`src/rtl/axil_master.sv`:
```
// Single-outstanding AXI4-Lite initiator: one command in, one AXI transaction, one response out.
// Define AXIL_MASTER_TIMEOUT_EN to compile in the hung-bus watchdog.
module axil_master #(
   parameter int ADDR_W         = 32,
   parameter int DATA_W         = 32,
   parameter int TIMEOUT_CYCLES = 16
) (
   input  logic                clk_i,
   input  logic                reset_n_i,
   input  logic                cmd_valid_i,
   output logic                cmd_ready_o,
   input  logic                cmd_write_i,
   input  logic [ADDR_W-1:0]   cmd_addr_i,
   input  logic [DATA_W-1:0]   cmd_wdata_i,
   output logic                rsp_valid_o,
   output logic [DATA_W-1:0]   rsp_rdata_o,
   output logic [1:0]          rsp_resp_o,
   output logic                rsp_timeout_o,
   output logic [ADDR_W-1:0]   m_axi_awaddr_o,
   output logic                m_axi_awvalid_o,
   input  logic                m_axi_awready_i,
   output logic [2:0]          m_axi_awprot_o,
   output logic [DATA_W-1:0]   m_axi_wdata_o,
   output logic [DATA_W/8-1:0] m_axi_wstrb_o,
   output logic                m_axi_wvalid_o,
   input  logic                m_axi_wready_i,
   input  logic [1:0]          m_axi_bresp_i,
   input  logic                m_axi_bvalid_i,
   output logic                m_axi_bready_o,
   output logic [ADDR_W-1:0]   m_axi_araddr_o,
   output logic                m_axi_arvalid_o,
   input  logic                m_axi_arready_i,
   output logic [2:0]          m_axi_arprot_o,
   input  logic [DATA_W-1:0]   m_axi_rdata_i,
   input  logic [1:0]          m_axi_rresp_i,
   input  logic                m_axi_rvalid_i,
   output logic                m_axi_rready_o
);

   typedef enum logic [2:0] {IDLE, WR_REQ, WR_RESP, RD_REQ, RD_RESP} state_e;

   state_e              state_q, state_d;
   logic                cmd_ready_q, cmd_ready_d;
   logic                awvalid_q, awvalid_d, wvalid_q, wvalid_d, bready_q, bready_d;
   logic                arvalid_q, arvalid_d, rready_q, rready_d;
   logic [ADDR_W-1:0]   addr_q, addr_d;
   logic [DATA_W-1:0]   wdata_q, wdata_d;
   logic                rsp_valid_q, rsp_valid_d, rsp_timeout_q, rsp_timeout_d;
   logic [DATA_W-1:0]   rsp_rdata_q, rsp_rdata_d;
   logic [1:0]          rsp_resp_q, rsp_resp_d;
   logic                timeout_hit;

`ifdef AXIL_MASTER_TIMEOUT_EN
   localparam int TW = $clog2(TIMEOUT_CYCLES) + 1;
   logic [TW-1:0] timer_q, timer_d;

   // Counts non-IDLE cycles; it is zero in the first cycle after acceptance.
   assign timer_d     = (state_q == IDLE) ? '0 : timer_q + 1'b1;
   assign timeout_hit = (state_q != IDLE) && (timer_q == TW'(TIMEOUT_CYCLES - 1));

   always_ff @(posedge clk_i or negedge reset_n_i) begin
      if (!reset_n_i) timer_q <= '0;
      else            timer_q <= timer_d;
   end
`else
   logic unused_timeout_cfg;
   assign unused_timeout_cfg = ^TIMEOUT_CYCLES;
   assign timeout_hit        = 1'b0;
`endif

   always_comb begin
      state_d       = state_q;
      cmd_ready_d   = cmd_ready_q;
      awvalid_d     = awvalid_q;
      wvalid_d      = wvalid_q;
      bready_d      = bready_q;
      arvalid_d     = arvalid_q;
      rready_d      = rready_q;
      addr_d        = addr_q;
      wdata_d       = wdata_q;
      rsp_valid_d   = 1'b0;
      rsp_rdata_d   = rsp_rdata_q;
      rsp_resp_d    = rsp_resp_q;
      rsp_timeout_d = rsp_timeout_q;
      case (state_q)
         IDLE: begin
            if (cmd_valid_i) begin
               addr_d      = cmd_addr_i;
               wdata_d     = cmd_wdata_i;
               cmd_ready_d = 1'b0;
               if (cmd_write_i) begin
                  awvalid_d = 1'b1;
                  wvalid_d  = 1'b1;
                  state_d   = WR_REQ;
               end else begin
                  arvalid_d = 1'b1;
                  state_d   = RD_REQ;
               end
            end
         end
         WR_REQ: begin
            // AW and W retire independently; a channel already dropped counts as done.
            if (awvalid_q && m_axi_awready_i) awvalid_d = 1'b0;
            if (wvalid_q && m_axi_wready_i)   wvalid_d  = 1'b0;
            if (!awvalid_d && !wvalid_d) begin
               bready_d = 1'b1;
               state_d  = WR_RESP;
            end
         end
         WR_RESP: begin
            if (m_axi_bvalid_i) begin
               bready_d      = 1'b0;
               rsp_valid_d   = 1'b1;
               rsp_rdata_d   = '0;
               rsp_resp_d    = m_axi_bresp_i;
               rsp_timeout_d = 1'b0;
               cmd_ready_d   = 1'b1;
               state_d       = IDLE;
            end
         end
         RD_REQ: begin
            if (m_axi_arready_i) begin
               arvalid_d = 1'b0;
               rready_d  = 1'b1;
               state_d   = RD_RESP;
            end
         end
         RD_RESP: begin
            if (m_axi_rvalid_i) begin
               rready_d      = 1'b0;
               rsp_valid_d   = 1'b1;
               rsp_rdata_d   = m_axi_rdata_i;
               rsp_resp_d    = m_axi_rresp_i;
               rsp_timeout_d = 1'b0;
               cmd_ready_d   = 1'b1;
               state_d       = IDLE;
            end
         end
         default: state_d = IDLE;
      endcase
      // Watchdog abort overrides any handshake in the same cycle.
      if (timeout_hit) begin
         awvalid_d     = 1'b0;
         wvalid_d      = 1'b0;
         bready_d      = 1'b0;
         arvalid_d     = 1'b0;
         rready_d      = 1'b0;
         rsp_valid_d   = 1'b1;
         rsp_rdata_d   = '0;
         rsp_resp_d    = 2'b10;
         rsp_timeout_d = 1'b1;
         cmd_ready_d   = 1'b1;
         state_d       = IDLE;
      end
   end

   always_ff @(posedge clk_i or negedge reset_n_i) begin
      if (!reset_n_i) begin
         state_q       <= IDLE;
         cmd_ready_q   <= 1'b1;
         awvalid_q     <= 1'b0;
         wvalid_q      <= 1'b0;
         bready_q      <= 1'b0;
         arvalid_q     <= 1'b0;
         rready_q      <= 1'b0;
         addr_q        <= '0;
         wdata_q       <= '0;
         rsp_valid_q   <= 1'b0;
         rsp_rdata_q   <= '0;
         rsp_resp_q    <= 2'b00;
         rsp_timeout_q <= 1'b0;
      end else begin
         state_q       <= state_d;
         cmd_ready_q   <= cmd_ready_d;
         awvalid_q     <= awvalid_d;
         wvalid_q      <= wvalid_d;
         bready_q      <= bready_d;
         arvalid_q     <= arvalid_d;
         rready_q      <= rready_d;
         addr_q        <= addr_d;
         wdata_q       <= wdata_d;
         rsp_valid_q   <= rsp_valid_d;
         rsp_rdata_q   <= rsp_rdata_d;
         rsp_resp_q    <= rsp_resp_d;
         rsp_timeout_q <= rsp_timeout_d;
      end
   end

   assign cmd_ready_o     = cmd_ready_q;
   assign rsp_valid_o     = rsp_valid_q;
   assign rsp_rdata_o     = rsp_rdata_q;
   assign rsp_resp_o      = rsp_resp_q;
   assign rsp_timeout_o   = rsp_timeout_q;
   assign m_axi_awaddr_o  = addr_q;
   assign m_axi_awvalid_o = awvalid_q;
   assign m_axi_awprot_o  = 3'b000;
   assign m_axi_wdata_o   = wdata_q;
   assign m_axi_wstrb_o   = '1;
   assign m_axi_wvalid_o  = wvalid_q;
   assign m_axi_bready_o  = bready_q;
   assign m_axi_araddr_o  = addr_q;
   assign m_axi_arvalid_o = arvalid_q;
   assign m_axi_arprot_o  = 3'b000;
   assign m_axi_rready_o  = rready_q;

endmodule

```
`config.mk`:
```
export PLATFORM = sky130hd
export DESIGN_NAME = axil_master
export DESIGN_NICKNAME = d
export VERILOG_FILES = /design/src/rtl/axil_master.sv
export SDC_FILE = /design/constraint.sdc
export NUM_CORES = 1
export LEC_CHECK = 0
export ABC_AREA = 1
export BUFFER_PORTS_ARGS = -buffer_cell sky130_fd_sc_hd__buf_2
export CORE_MARGIN = 2
export CORE_UTILIZATION = 48
export DETAILED_ROUTE_END_ITERATION = 8
export PLACE_DENSITY = 0.83
export SLEW_MARGIN = 10
export SYNTH_ARGS = -nofsm -noshare
export SYNTH_HDL_FRONTEND = slang
export SYNTH_SLANG_ARGS = --single-unit
```
`constraint.sdc`:
```
create_clock -name clk_i -period 2.12 [get_ports clk_i]
set_input_delay 0.318 -clock clk_i [delete_from_list [all_inputs] [get_ports clk_i]]
set_output_delay 0.318 -clock clk_i [all_outputs]
set_load 0.02 [all_outputs]
```
==> results.cfg, run 1 <==
[status]
status = finished, violations left
violations = negative hold slack

[place]
numPortBuffers = 245
dp_hpwl_um = 8410
place_congestion = 0.872
pre_cts_ws_ns = 0.289

[route]
drcViolationCount = 0
via_count = 4016
wl_met3_um = 788
wirelength_um = 11500
vias_per_cell = 4.61
wl_met1_um = 4470
drt_iter0_drc = 129
route.met2.wl_um = 5860
wl_per_cell_um = 13.2
routed.top_layer = met4
dr.pass1.iters = 4
drtAntennaViolNets = 0

[critical_path]
r2r_cells = 6
cp.required_ns = 2.41
critPathArrivalTime_ns = 2.11
reg2reg_to = m_axi_araddr_o[22]$_DFFE_PN0P_
worstPathMaxFanout = 66
worst_setup_path_start_kind = flip-flop
r2r-start = state_q[2]$_DFFE_PN0P_
reg2reg_slack_ns = 0.30
worst_setup_path_end_kind = flip-flop
path_class = flip-flop to flip-flop

[sta]
worst_pin_slew_ns = 1.05
fin_tns_setup_ns = 0
max-slew-margin-rel_pct = 29.9
hold_violations = 1
rsz0062_at_grt = no
fin_crit_sh_pct = 85.8
max_freq_ghz = 0.550
slew_violations = 0
worst_slack_ns = 0.300
setup-violations-final = 0
period_minus_slack_ns = 1.82
whs_ns = -0.00677
skew_ns = 0.0159

[power]
power.density_nw_per_um2 = 1560
switching_share_pct = 47.5
clkPwrFrac_pct = 12.9
internal_power_mw = 4.71
ir_drop_mv = 0.753
cellLeakagePower_nw = 3.61
combPwrFrac_pct = 48.1
pwr-share-seq_pct = 39.0
p_switching_mw = 4.26

[logic_synthesis]
synthCells = 533
synthesis.area_sq_um = 4640
synth_top_area_share_pct = 57.7
yosysTopAreaCell = dfrtp_1
ys_seq_area_share_pct = 58.2
synth.avg_cell_area_sq_um = 8.71
synth_cell_types = 21
ys_warn_count = 0
yosys_register_bits = 108
synth.top_cells.by_area = dfrtp_1 58%, nand2_1 25%, buf_4 7.0%

[clock_network]
cts_tree = done
clk_path_buf_depth = 2
root_buffer = clkbuf_8
cts_resized = 0
clock-sinks = 108
cts_buffers = 9
clkLatencyLatePin_ns = 0.36
cts_setup_buffers = 0
cts_htree_levels = 3
clkTransAtPathRegs_ns = 0.11
holdBufCountCts = 0

[final_layout]
nNetsFinal = 846
final_util_pct = 61.7
diodes = 0
syn2layout_area_growth_pct = 24.0
layout-drive-gt1-share_pct = 36.3

[grt]
grt_usage_pct = 20.9
grt_pass1_wl_um = 17100
grt_pass1_vias = 3703
gr-total-overflow = 0
grt_max_degree = 109
grt_antenna_before_repair = 0

[floorplan]
row_count = 35
fp.dieW_um = 102
start_util_pct = 49.8
ios = 257
die_h_um = 102
coreArea_sq_um = 9330
die_area_sq_um = 10500

[worst_hold_path]
hold_class = input pin to asynchronous set/reset pin

[run]
maxCapViolCount = 0
## synthesized netlist by cell type
library cell / instances
a21oi_1: 4
and2_1: 1
buf_2: 4
buf_4: 43
buf_6: 16
clkbuf_1: 1
conb_1: 2
dfrtp_1: 107
dfstp_2: 1
inv_1: 14
inv_2: 2
nand2_1: 312
nand2_2: 1
nand3_1: 9
nand3b_1: 1
nand4_1: 2
nor2_1: 5
nor2_2: 2
nor2_4: 1
o21a_1: 3
o21ai_0: 2
## worst max-delay path, stage by stage (launching register included)
cell and delay, ns:
dfrtp_1 0.50, nor2_4 0.07, nand2_1 0.12, nor2_4 0.04
inv_2 0.73, nand2_1 0.14, nand2_1 0.10
## worst max path at each step
| stage | startpoint | end | slack [ns] | cells past startpoint |
|---|---|---|---|---|
| finish | state_q[2]$_DFFE_PN0P_ | m_axi_araddr_o[22]$_DFFE_PN0P_ | 0.30 | 6 |
| global route | state_q[0]$_DFFE_PN0P_ | m_axi_araddr_o[14]$_DFFE_PN0P_ | 0.08 | 6 |
| CTS | state_q[2]$_DFFE_PN0P_ | m_axi_araddr_o[22]$_DFFE_PN0P_ | 0.27 | 6 |
| detailed placement | state_q[2]$_DFFE_PN0P_ | m_axi_araddr_o[25]$_DFFE_PN0P_ | 0.29 | 6 |
| global placement | state_q[2]$_DFFE_PN0P_ | m_axi_araddr_o[3]$_DFFE_PN0P_ | 0.38 | 6 |
| floorplan | state_q[2]$_DFFE_PN0P_ | m_axi_araddr_o[0]$_DFFE_PN0P_ | 0.82 | 9 |
## cell usage in the layout (no fill, tap or decap), drive strengths merged
master and count:
nand2 313, buf 248, dfrtp 107, inv 18, conb 11, clkbuf 11
nand3 9, nor2 8, a21oi 4, o21a 3, nand4 2, o21ai 2
clkinv 2, nand3b 1, and2 1, clkinvlp 1, dfstp 1
## kinds of logic after synthesis
group,after synthesis,share of synthesized area [%]
flops,108,58.2
other cells,2,0.162
simple gates,334,27.8
compound gates,9,1.13
buf+inv,80,12.6
## flip-flops by register name, indices dropped and copies added, names as in the netlist
register	cells
m_axi_araddr_o	32
m_axi_wdata_o	32
rsp_rdata_o	32
state_q	3
rsp_resp_o	2
cmd_ready_o	1
m_axi_arvalid_o	1
m_axi_awvalid_o	1
m_axi_bready_o	1
m_axi_rready_o	1
m_axi_wvalid_o	1
rsp_valid_o	1
## through the flow
step	instances	instance area (sq um)	total power, mW
6_report	871	5760	8.97
5_1_grt	871	5760	9.62
4_1_cts	871	5760	9.06
3_3_place_gp	855	5580	7.75
3_5_place_dp	855	5580	7.89
2_1_floorplan	542	4680	6.77
## power by group through the flow
| stage | Combinational [mW] | Sequential (mW) | Clock (mW) |
|---|---|---|---|
| after CTS | 4.37 | 3.49 | 1.20 |
| after global placement | 4.25 | 3.50 | 0 |
| after global routing | 4.73 | 3.60 | 1.29 |
| after detailed placement | 4.37 | 3.52 | 0 |
| final | 4.31 | 3.50 | 1.16 |
| after floorplan | 2.23 | 4.54 | 0 |
## layout make-up
cell class              count  area [sq um]
multi-input cells         354          1390
clock inverters             5          45.0
inverters                  16          60.1
fillers                   825          3570
well taps                 129           161
flip-flops and latches    108          2700
repair buffers            248          1260
clock buffers              11           131
## metal layers
layer / vias to the layer above / global-route usage (%)
met4: 0 / 9.64
met3: 32 / 5.54
met5: - / 0
met1: 1855 / 24.7
met2: 180 / 35.8
li1: 1949 / -
Power figures use the tool's default switching activity.
==> inputs of run 2 (changes only) <==
--- a/config.mk
+++ b/config.mk
@@ -5,12 +5,13 @@
 export SDC_FILE = /design/constraint.sdc
 export NUM_CORES = 1
 export LEC_CHECK = 0
-export ABC_AREA = 1
+export ABC_AREA = 0
 export BUFFER_PORTS_ARGS = -buffer_cell sky130_fd_sc_hd__buf_2
 export CORE_MARGIN = 2
-export CORE_UTILIZATION = 48
+export CORE_UTILIZATION = 47
 export DETAILED_ROUTE_END_ITERATION = 8
-export PLACE_DENSITY = 0.83
+export PLACE_DENSITY = 0.82
+export SKIP_LAST_GASP = 1
 export SLEW_MARGIN = 10
 export SYNTH_ARGS = -nofsm -noshare
 export SYNTH_HDL_FRONTEND = slang
==> run 2 against run 1 <==
  * Via count shrank 7.5%
  * Critical path depth shrank 3
  * Largest cell class unchanged
  * Sequential share of layout area up 0.50 points
  * Area after synthesis down 3.8%
  * Hold slack improved by 0.14 ns
  * The run now ends clean
  * Wire length down 1.7%
==> results.cfg, run 2 <==
[sta]
worst_pin_slew_ns = 0.662
skew_ns = 0.0218
fin_tns_setup_ns = 0
rsz0062_at_grt = no
fin_crit_sh_pct = 84.8
period_minus_slack_ns = 1.80
max_freq_ghz = 0.556
slew_violations = 0
whs_ns = 0.138
setup-violations-final = 0
max-slew-margin-rel_pct = 55.9
hold_violations = 0

[logic_synthesis]
ys_seq_area_share_pct = 60.5
post_synth_most_frequent_cells = 198 x nand2_1, 107 x dfrtp_1, 43 x buf_4
synth_ff_type = dfrtp_1
synth.top_cells.by_area = dfrtp_1 60%, nand2_1 17%, buf_4 7.2%
synth_cell_types = 32
synth_edf_count = 0
synthCells = 446
synthesis.area_sq_um = 4470
ys_warn_count = 0
synth_top_area_share_pct = 59.9
ys_async_sr_fraction_pct = 100
yosys_register_bits = 108
yosysTopAreaCell = dfrtp_1
yosysMostFrequentCell = nand2_1
synth.avg_cell_area_sq_um = 10.0

[route]
drcViolationCount = 0
vias_per_cell = 4.72
dr.pass1.iters = 4
via_count = 3716
wirelength_um = 11300
drt_iter0_drc = 155
drtAntennaViolNets = 0
wl_per_cell_um = 14.3

[critical_path]
worst_setup_path_start_kind = flip-flop
reg2reg_slack_ns = 0.32
critPathArrivalTime_ns = 2.04
worstPathMaxFanout = 66
reg2reg_to = m_axi_wdata_o[27]$_DFFE_PN0P_
cp.required_ns = 2.36
worst_setup_path_end_kind = flip-flop
r2r-start = state_q[0]$_DFFE_PN0P_
path_class = flip-flop to flip-flop
cp-endpoint = m_axi_wdata_o[27]$_DFFE_PN0P_
r2r_cells = 3
startpoint = state_q[0]$_DFFE_PN0P_

[place]
numPortBuffers = 245
place_congestion = 0.759
dp_hpwl_um = 8400

[clock_network]
cts_setup_buffers = 0
clock-sinks = 108
cts_buffers = 9
clkLatencyLatePin_ns = 0.36
cts_tree = done
clk_path_buf_depth = 2
cts_htree_levels = 3
root_buffer = clkbuf_8
clkTransAtPathRegs_ns = 0.12
cts_resized = 0
holdBufCountCts = 1

[power]
p_switching_mw = 4.32
pwr-share-seq_pct = 38.8
power.density_nw_per_um2 = 1630
internal_power_mw = 4.94
finalPower_mw = 9.26
clkPwrFrac_pct = 12.9
combPwrFrac_pct = 48.3
cellLeakagePower_nw = 3.40
ir_drop_mv = 0.675
switching_share_pct = 46.7

[floorplan]
die_h_um = 101
fp.dieW_um = 101
coreArea_sq_um = 9240
ios = 257
start_util_pct = 48.3
die_area_sq_um = 10300
row_count = 35

[final_layout]
final_util_pct = 61.6
syn2layout_area_growth_pct = 27.5
final_cell_mix = 244 x buf_2, 198 x nand2_1, 107 x dfrtp_1
layout-drive-gt1-share_pct = 41.3
diodes = 0
nNetsFinal = 762
final_common_cell = buf_2

[grt]
use_met3_pct = 3.66
gr-total-overflow = 0
grt.busiest_layer = met2
met1_usage_pct = 27.5
grt_pass1_wl_um = 17600
grt_antenna_before_repair = 0
grt_pass1_vias = 3718
grt_use_met2_pct = 37.4
grt_usage_pct = 21.6
grt_max_degree = 67

[run]
maxCapViolCount = 0

[worst_hold_path]
hold_class = input pin to flip-flop

[status]
status = finished clean
## run 2: cell types whose count changed after synthesis, sizes merged, moves of 7 or more
cell / before / now
nand2: 313 / 198
a22o: 0 / 32
nor2: 8 / 1
inv: 16 / 7
nand3: 9 / 1
## run 2: kinds of logic after synthesis
| family | count (synthesis) | share of synthesized area [%] |
|---|---|---|
| mux | 1 | 0.224 |
| other cells | 2 | 0.168 |
| flops | 108 | 60.5 |
| buf+inv | 73 | 11.0 |
| simple gates | 212 | 19.0 |
| compound gates | 50 | 9.05 |
## run 2: per-layer routing
layer | wire [um] | part of all wire, % | up-vias
li1 | - | - | 1796
met1 | 4650 | 41 | 1746
met2 | 5790 | 51 | 158
met3 | 672 | 6.0 | 16
met4 | 175 | 1.6 | 0
met5 | 0 | 0 | -
## run 2: through the flow
| stage | setup slack, ns | instance area [sq um] | instances |
|---|---|---|---|
| after floorplan | 0.628 | 4500 | 455 |
| after global placement | 0.391 | 5500 | 770 |
| after detailed placement | 0.337 | 5500 | 770 |
| after CTS | 0.334 | 5700 | 787 |
| after global routing | 0.233 | 5700 | 787 |
| final | 0.323 | 5700 | 787 |
## run 2: worst max-delay path, cell delays in order, from the launching register on
cell and delay, ns:
dfrtp_1 0.53, or4b_4 0.88, nand2_1 0.18, nand2_1 0.07
## run 2: how the worst min path moves through the flow
| stage | endpoint | slack (ns) | cells after the start | startpoint |
|---|---|---|---|---|
| after detailed placement | rsp_rdata_o[24]$_DFFE_PN0P_ | 0.22 | 1 | reset_n_i |
| after CTS | m_axi_wdata_o[0]$_DFFE_PN0P_ | 0.12 | 3 | cmd_wdata_i[0] |
| after floorplan | m_axi_araddr_o[0]$_DFFE_PN0P_ | 0.02 | 0 | reset_n_i |
| after global routing | m_axi_wdata_o[0]$_DFFE_PN0P_ | 0.13 | 3 | cmd_wdata_i[0] |
| after global placement | rsp_rdata_o[24]$_DFFE_PN0P_ | 0.22 | 1 | reset_n_i |
| final | m_axi_wdata_o[0]$_DFFE_PN0P_ | 0.14 | 3 | cmd_wdata_i[0] |
## run 2: power groups by stage
stage | Sequential (mW) | Clock [mW] | Combinational (mW)
after floorplan | 4.67 | 0 | 2.20
after global placement | 3.58 | 0 | 4.41
after detailed placement | 3.61 | 0 | 4.53
after CTS | 3.59 | 1.24 | 4.52
after global routing | 3.72 | 1.32 | 4.89
final | 3.59 | 1.19 | 4.47
## run 2: cell type report
| type | instances | area [sq um] |
|---|---|---|
| clock buffers | 10 | 128 |
| fillers | 786 | 3540 |
| inverters | 7 | 26.3 |
| well taps | 129 | 161 |
| clock inverters | 6 | 53.8 |
| flip-flops and latches | 108 | 2700 |
| repair buffers | 253 | 1300 |
| multi-input cells | 274 | 1320 |
